## src/rtl/quad_step_decoder.sv

```systemverilog
// Quadrature front end: synchronizes and debounces channels A/B, then decodes clean
// edges into single-cycle step pulses, a direction flag and a wrapping 4-bit position.
module quad_step_decoder #(
  parameter int unsigned FILT_LEN = 4
) (
  input  logic       clk,
  input  logic       rst_n,
  input  logic       a,
  input  logic       b,
  input  logic       clr,
  input  logic       err_clr,
  output logic       step,
  output logic       dir,
  output logic [3:0] pos,
  output logic       err,
  output logic       err_flag
);

  typedef enum logic [0:0] {StInit, StRun} state_e;

  state_e state_q, state_d;
  logic   in_init;

  logic [8:0] init_cnt_q, init_cnt_d;

  // Bit 1 carries channel A, bit 0 channel B, so {f[1], f[0]} reads as AB.
  logic [1:0]      s1_q, s2_q;
  logic [1:0]      f_q, f_d;
  logic [1:0][7:0] cnt_q, cnt_d;
  logic [1:0]      prev_q, prev_d;

  logic       step_q, step_d;
  logic       dir_q, dir_d;
  logic [3:0] pos_q, pos_d;
  logic       err_q, err_d;
  logic       err_flag_q, err_flag_d;

  // Position of an AB code along the up sequence 00 -> 10 -> 11 -> 01.
  function automatic logic [1:0] phase(input logic [1:0] ab);
    case (ab)
      2'b00:   phase = 2'd0;
      2'b10:   phase = 2'd1;
      2'b11:   phase = 2'd2;
      default: phase = 2'd3;
    endcase
  endfunction

  always_ff @(posedge clk or negedge rst_n) begin
    if (!rst_n) begin
      state_q    <= StInit;
      init_cnt_q <= '0;
    end else begin
      state_q    <= state_d;
      init_cnt_q <= init_cnt_d;
    end
  end

  always_comb begin
    state_d    = state_q;
    init_cnt_d = init_cnt_q;
    if (state_q == StInit) begin
      init_cnt_d = init_cnt_q + 9'd1;
      if (init_cnt_q == 9'(FILT_LEN + 1)) begin
        state_d = StRun;
      end
    end
  end

  always_comb begin
    in_init = (state_q == StInit);
  end

  always_comb begin
    f_d   = f_q;
    cnt_d = cnt_q;
    for (int i = 0; i < 2; i++) begin
      if (in_init) begin
        f_d[i]   = s2_q[i];
        cnt_d[i] = '0;
      end else if (s2_q[i] == f_q[i]) begin
        cnt_d[i] = '0;
      end else if (cnt_q[i] == 8'(FILT_LEN - 1)) begin
        f_d[i]   = s2_q[i];
        cnt_d[i] = '0;
      end else begin
        cnt_d[i] = cnt_q[i] + 8'd1;
      end
    end
  end

  always_comb begin
    step_d     = 1'b0;
    err_d      = 1'b0;
    dir_d      = dir_q;
    prev_d     = prev_q;
    pos_d      = pos_q;
    err_flag_d = err_flag_q;

    // Track the filter during startup so the levels present at release never decode.
    if (in_init) begin
      prev_d = s2_q;
    end else if (f_q != prev_q) begin
      prev_d = f_q;
      if ((f_q ^ prev_q) == 2'b11) begin
        err_d = 1'b1;
      end else begin
        step_d = 1'b1;
        dir_d  = (phase(f_q) == phase(prev_q) + 2'd1);
      end
    end

    if (clr) begin
      pos_d = '0;
    end else if (step_d) begin
      pos_d = dir_d ? pos_q + 4'd1 : pos_q - 4'd1;
    end

    if (err_d) begin
      err_flag_d = 1'b1;
    end else if (err_clr) begin
      err_flag_d = 1'b0;
    end
  end

  always_ff @(posedge clk or negedge rst_n) begin
    if (!rst_n) begin
      s1_q       <= '0;
      s2_q       <= '0;
      f_q        <= '0;
      cnt_q      <= '0;
      prev_q     <= '0;
      step_q     <= 1'b0;
      dir_q      <= 1'b1;
      pos_q      <= '0;
      err_q      <= 1'b0;
      err_flag_q <= 1'b0;
    end else begin
      s1_q       <= {a, b};
      s2_q       <= s1_q;
      f_q        <= f_d;
      cnt_q      <= cnt_d;
      prev_q     <= prev_d;
      step_q     <= step_d;
      dir_q      <= dir_d;
      pos_q      <= pos_d;
      err_q      <= err_d;
      err_flag_q <= err_flag_d;
    end
  end

  assign step     = step_q;
  assign dir      = dir_q;
  assign pos      = pos_q;
  assign err      = err_q;
  assign err_flag = err_flag_q;

endmodule

```

## config.mk

```make
export PLATFORM = sky130hd
export DESIGN_NAME = quad_step_decoder
export DESIGN_NICKNAME = d
export VERILOG_FILES = /design/src/rtl/quad_step_decoder.sv
export SDC_FILE = /design/constraint.sdc
export NUM_CORES = 1
export LEC_CHECK = 0
export BUFFER_PORTS_ARGS = -buffer_cell sky130_fd_sc_hd__buf_2
export CORE_ASPECT_RATIO = 1.5
export CORE_MARGIN = 5
export CORE_UTILIZATION = 50
export DETAILED_ROUTE_END_ITERATION = 6
export MAX_ROUTING_LAYER = met4
export PLACE_DENSITY = 0.69
export SYNTH_ARGS = -nofsm -noshare
export SYNTH_HDL_FRONTEND = slang
export SYNTH_SLANG_ARGS = --single-unit
```

## constraint.sdc

```tcl
create_clock -name clk -period 3.4 [get_ports clk]
set_clock_uncertainty 0.1 [all_clocks]
set_input_delay 0.17 -clock clk [delete_from_list [all_inputs] [get_ports clk]]
set_output_delay 0.17 -clock clk [all_outputs]
set_load 0.01 [all_outputs]
```

Yosys cells after proc, flatten, opt, wreduce, memory -nomap -nowiden
Index checks and enable logic that the tools add are counted.
{"block": "word_totals", "regBits": 42, "in_bits": 6, "out_inout_bits": 8, "word_cells": 82}
{"block": "op_classes", "addsub": 6, "eq_ne": 17, "mux": 38, "n_bitwise": 1, "n_reduce_logical": 6}
{"op": "$mux 8", "n": 6}
{"op": "$mux 1", "n": 19}
{"op": "$add 8x1->8 const B", "n": 2}
{"op": "$eq 8x2->1 const B", "n": 2}
{"op": "$mux 2", "n": 8}
{"op": "$mux 4", "n": 3}
{"op": "$pmux 2 s3", "n": 2}
{"op": "$eq 2x2->1 const B", "n": 5}
{"op": "$add 9x1->9 const B", "n": 1}
{"op": "$eq 9x3->1 const B", "n": 1}
{"op": "$ne 2x1->1 const B", "n": 3}
{"op": "$add 4x1->4 const B", "n": 1}
{"op": "$logic_not 2->1", "n": 2}
{"op": "$ne 2x2->1 const B", "n": 2}
{"op": "$reduce_and 2->1", "n": 2}
{"op": "$reduce_bool 2->1", "n": 2}
{"op": "$sub 4x1->4 const B", "n": 1}
{"op": "$add 2x1->2 const B", "n": 1}
{"op": "$eq 1x1->1", "n": 2}
{"op": "$eq 2x2->1", "n": 1}
{"op": "$ne 2x2->1", "n": 1}
{"op": "$xor 2x2->2", "n": 1}

Depth between registers and ports, before layout
{"block": "depth", "depth_word": 13, "ltp_mapped": 11, "mapped_depth_nobuf": 11}

Least setup slack after synthesis
No wires, ideal clock.
{"block": "synth_path", "path_kind": "reg-to-reg", "startpoint": "register f_q[1]", "endpoint": "register pos_q[3], in the netlist pos[3]", "setup_time_ns": 0.128, "t_arrival_ns": 2.695, "t_required_ns": 3.172, "setup_slack_ns": 0.477, "stages_incl_launch_ff": 12, "n_path_buf": 0, "synth_period_minus_slack_ns": 2.923, "path_cell_list": "dfrtp_1 -> xor2_1 -> inv_1 -> ha_1 -> or4_4 -> o21ai_4 -> inv_1 -> ha_1 -> a31oi_1 -> nand3_1 -> mux2i_1 -> mux2_1"}
{"block": "synth_via", "elab_chain_len": 12, "elab_cells_between_ends": 21, "classes_between": "eq/ne: 5; mux: 13; bitwise: 1; reduce/logical: 2"}
{"item": "start, declared", "line_no": "28", "text": "logic [1:0] f_q, f_d;"}
{"item": "start signal, assigned", "line_no": "129", "text": "f_q <= '0;"}
{"item": "start signal, assigned", "line_no": "140", "text": "f_q <= f_d;"}
{"item": "$eq 2x2->1 / $logic_not 2->1 (equally long branches)", "line_no": "40", "text": "case (ab)"}
{"item": "$pmux 2 s3", "line_no": "40"}
{"item": "$mux 2", "line_no": "104", "text": "if ((f_q ^ prev_q) == 2'b11) begin"}
{"item": "$mux 2", "line_no": "102", "text": "end else if (f_q != prev_q) begin"}
{"item": "$mux 2", "line_no": "100", "text": "if (in_init) begin"}
{"item": "$eq 2x2->1", "line_no": "108", "text": "dir_d = (phase(f_q) == phase(prev_q) + 2'd1);"}
{"item": "$mux 1", "line_no": "104"}
{"item": "$mux 1 *", "line_no": "102"}
{"item": "$mux 1 *", "line_no": "100"}
{"item": "named net dir_d", "line_no": "33", "text": "logic dir_q, dir_d;"}
{"item": "$mux 4 *", "line_no": "115", "text": "pos_d = dir_d ? pos_q + 4'd1 : pos_q - 4'd1;"}
{"item": "$mux 4 *", "line_no": "114", "text": "end else if (step_d) begin"}
{"item": "$mux 4 *", "line_no": "112", "text": "if (clr) begin"}
{"item": "end signal, assigned", "line_no": "145", "text": "pos_q <= pos_d;"}
{"item": "end, declared", "line_no": "34", "text": "logic [3:0] pos_q, pos_d;"}
Mark *: on every way through the listed nets, which the timed path passes. The rest lies on a longest branch. The select of a mux whose other input is x is not followed.
A chain may end at the register's enable or synchronous reset.

Worst setup path after layout
{"block": "layout_path", "startpoint": "register f_q[0]", "endpoint": "register pos_q[3], in the netlist pos[3]"}
Same word-level chain as after synthesis.

==> reports/results.md <==
* finished, final reports clean — result of the run
* 318.0 MHz — maximum clock rate
* dfrtp_1 (41), nor2_1 (22), xnor2_1 (14), xor2_1 (14), ha_1 (13) — most common library cells after synthesis
* no — unrepaired setup endpoints after global routing
* 50.87% — post-synth top area share
* 3.22 ns — CP Data Arrival Time
* 2 — total number of H-tree levels
* dfrtp_1 — top_reg_cell synth
* 862.0 nW/um^2 — power density over cell area
* 181 — number of standard cells after synthesis
* 39.33% — net switching share of the total power
* clkbuf_8 — buffer cell driving the clock tree root
* 13.75% — met1 usage
* 100.0% — Synth async-reset ratio
* pos[3] — worst reg2reg path endpoint
* 87.79 um — Die Y-Extent
* 2 — buffers from clock root to sink, at most
* 0 — GR Overflow Total
* 5.015% — met3 Resource Use GR
* 221 — NumNets Final
* 61.86 um — overall die width
* 2017 um^2 — Netlist Area Pre-Place
* 2.430 mm — HPWL reported at the end of detailed placement
* 0 — count of antenna diodes in the layout
* 0 — count of flip-flops with a built-in enable after synthesis
* 2 — cell depth of the worst min-delay path
* 0.29 ns — Clk Latency, worst-skew pair
* 13 — buffers added on ports
* 11 — Reg2Reg Depth
* 0 — initial antenna violation count
* pos[0] — worst hold path endpoint
* 0.2059 ns — pre-CTS worst setup slack
* dfrtp_1 — biggest area consumer among synthesized cells
* 42 — Synth Register Bits
* 4 — count of TritonRoute iterations in the first routing pass
* 0 — Yosys Warn Count
* 14 — number of primary I/O pins
* 0 — Max Slew Vio Count
* 0.26 ns — flop-to-flop setup slack
* 35 — number of library cell types mapped by synthesis
* register — endpoint type of the worst setup path
* dfrtp_1 (51%), ha_1 (8.1%), xnor2_1 (6.1%), xor2_1 (6.1%), nor2_1 (4.1%) — largest cells by area after synthesis
* 0.2556 ns — worst-case setup margin in the final layout
* 46 — initial drt markers
* 14.78% — fraction of final layout cells with drive strength greater than 1
* 13.67 um — WL per Instance
* 42 — clock tree sinks
* 5.823 mm — first-pass GRT wire length
* 0.8298 — RePlAce Congestion
* 0.08 ns — clk slew on worst S/H paths
* 1.111 nW — leakage power summed over all cells
* 200 — Synthesized Nets
* 47.1% — Logic pwr share
* 917.1 um^2 — area of the multi-input gates
* 0 ns — Setup TNS
* 28 — standard-cell row count
* 3924 um^2 — placeable core region
* 43 — maximum number of pins on one net before global-route repair
* register — type of origin of the critical path
* 0.7665 mW — switching pwr
* 648.8 uV — Peak supply drop
* 26.88% — met2 demand-to-capacity share in global routing
* 3.391 mm — aggregate routed wire length
* 0 — residual DRC count
* 57.62% — final core utilization
* 3.144 ns — shortest period the worst path allows
* clr — launch point of the worst hold path
* register to register — crit path kind
* 0 — setup violators final
* 3.48 ns — Worst EP required
* 1428 — via count of the first global-routing pass
* 51.40% — Initial Util
* 5.319 — routed vias/inst
* 12.10% — Syn-to-layout area delta
* 0 — DRT antenna net count
* met2 — most used routing layer in global routing
* 52.17% — part of the Yosys area used for sequential elements
* 5430 um^2 — Total Die Area
* 0 — Final Hold Vio Count
* 38.68% — Max-slew headroom
* 1052 um^2 — register area
* primary input to register — class of the tightest hold or removal check
* 1.182 mW — internal portion of total power
* 14.94% — GR Util All Layers
* 0 — MaxCap Viol Count
* 5 — CTS Buf Count
* 1319 — vias post-DR
* 11.14 um^2 — post-synthesis area per instance
* f_q[0] — worst reg2reg startpoint
* 339 — filler cell count
* 16.9% — Clk pwr share
* 0 — Post-CTS Setup Bufs
* 92.48% — Final Cycle Share
* 0.9199 ns — slew at the pin with the worst max-slew slack
* built — CTS tree
* 6 — maximum net fanout on the critical path
* 36.1% — sequential share of power
* dfrtp_1 — most used standard cell by instance count after synthesis
## registers in the layout, indices dropped and copies added, names as in the netlist
signal	flops
prev_q	2
init_cnt_q	9
err_flag	1
cnt_q	16
dir	1
err	1
pos	4
f_q	2
state_q	1
s1_q	2
s2_q	2
step	1
## metrics by stage
step	power [mW]	hold WS, ns	instance area (um^2)	instances
detailed placement	1.639	0.1793	2132	237
finish	1.949	0.009496	2261	248
CTS	1.975	0.003474	2253	248
global placement	1.585	0.1776	2132	237
floorplan	1.439	-0.2256	2017	181
global route	2.141	0.001335	2261	248
## worst max-delay path by stage
stage | startpoint | endpoint | cells past startpoint
after floorplan | f_q[1] | pos[3] | 11
after global placement | f_q[1] | pos[3] | 11
after detailed placement | f_q[1] | pos[3] | 11
after CTS | f_q[1] | pos[3] | 11
after global routing | f_q[1] | pos[3] | 11
final | f_q[0] | pos[3] | 11
## routing by layer
layer	routed length (um)	up-vias
met5	0	-
met2	1893	15
met3	118	6
met1	1313	650
li1	-	648
met4	66	0
## timing repair
action / in CTS / in global routing
gates resized for setup: 0 / 1
setup endpoints to repair: 0 / 1
endpoints found under the hold margin: 43 / 0
hold buffers: 3 / 0
## power by group through the flow
stage	sequential, mW	clock, mW	combinational (mW)
6_report	0.703	0.329	0.918
5_1_grt	0.719	0.358	1.06
2_1_floorplan	0.709	0	0.730
3_5_place_dp	0.712	0	0.928
4_1_cts	0.702	0.339	0.935
3_3_place_gp	0.700	0	0.884
## worst max-delay path, cell delays in order (launching register included)
cell	delay, ns
dfrtp_1	0.46
xnor2_1	0.24
inv_1	0.10
ha_1	0.21
or4_4	0.53
o21ai_4	0.20
inv_1	0.07
ha_1	0.31
a31oi_1	0.23
nand3_1	0.11
mux2i_1	0.15
mux2_1	0.33
## cell type report
cell class | instances | area share (%)
clock buffers | 7 | 3.818
clock inverters | 1 | 0.2214
well taps | 45 | 2.490
inverters | 11 | 1.826
repair buffers | 17 | 4.538
flip-flops and latches | 42 | 46.54
multi-input cells | 125 | 40.56
## logic make-up after synthesis
logic type | synth area share, %
flip-flops | 52.17
multiplexers | 2.605
XOR/XNOR | 12.16
adder cells (fa/ha/maj) | 8.065
buffers and inverters | 2.729
AO/OA/AOI/OAI | 6.142
AND/OR/NAND/NOR | 16.13
## cell usage in the layout, fill, tap and decap left out, types with 2 or more instances in the layout
master and n:
dfrtp_1 41, nor2_1 22, xnor2_1 14, xor2_1 13
ha_1 13, buf_2 13, nand3_1 11, inv_1 10
nand2_1 8, and3_1 6, clkbuf_8 6, o21ai_0 4
nand4_1 4, nand2b_1 3, mux2i_1 3, a21oi_1 3
dlygate4sd3_1 3, or4b_1 2, o41ai_1 2, or4b_2 2
No activity file was read; power rests on OpenSTA's default activity.
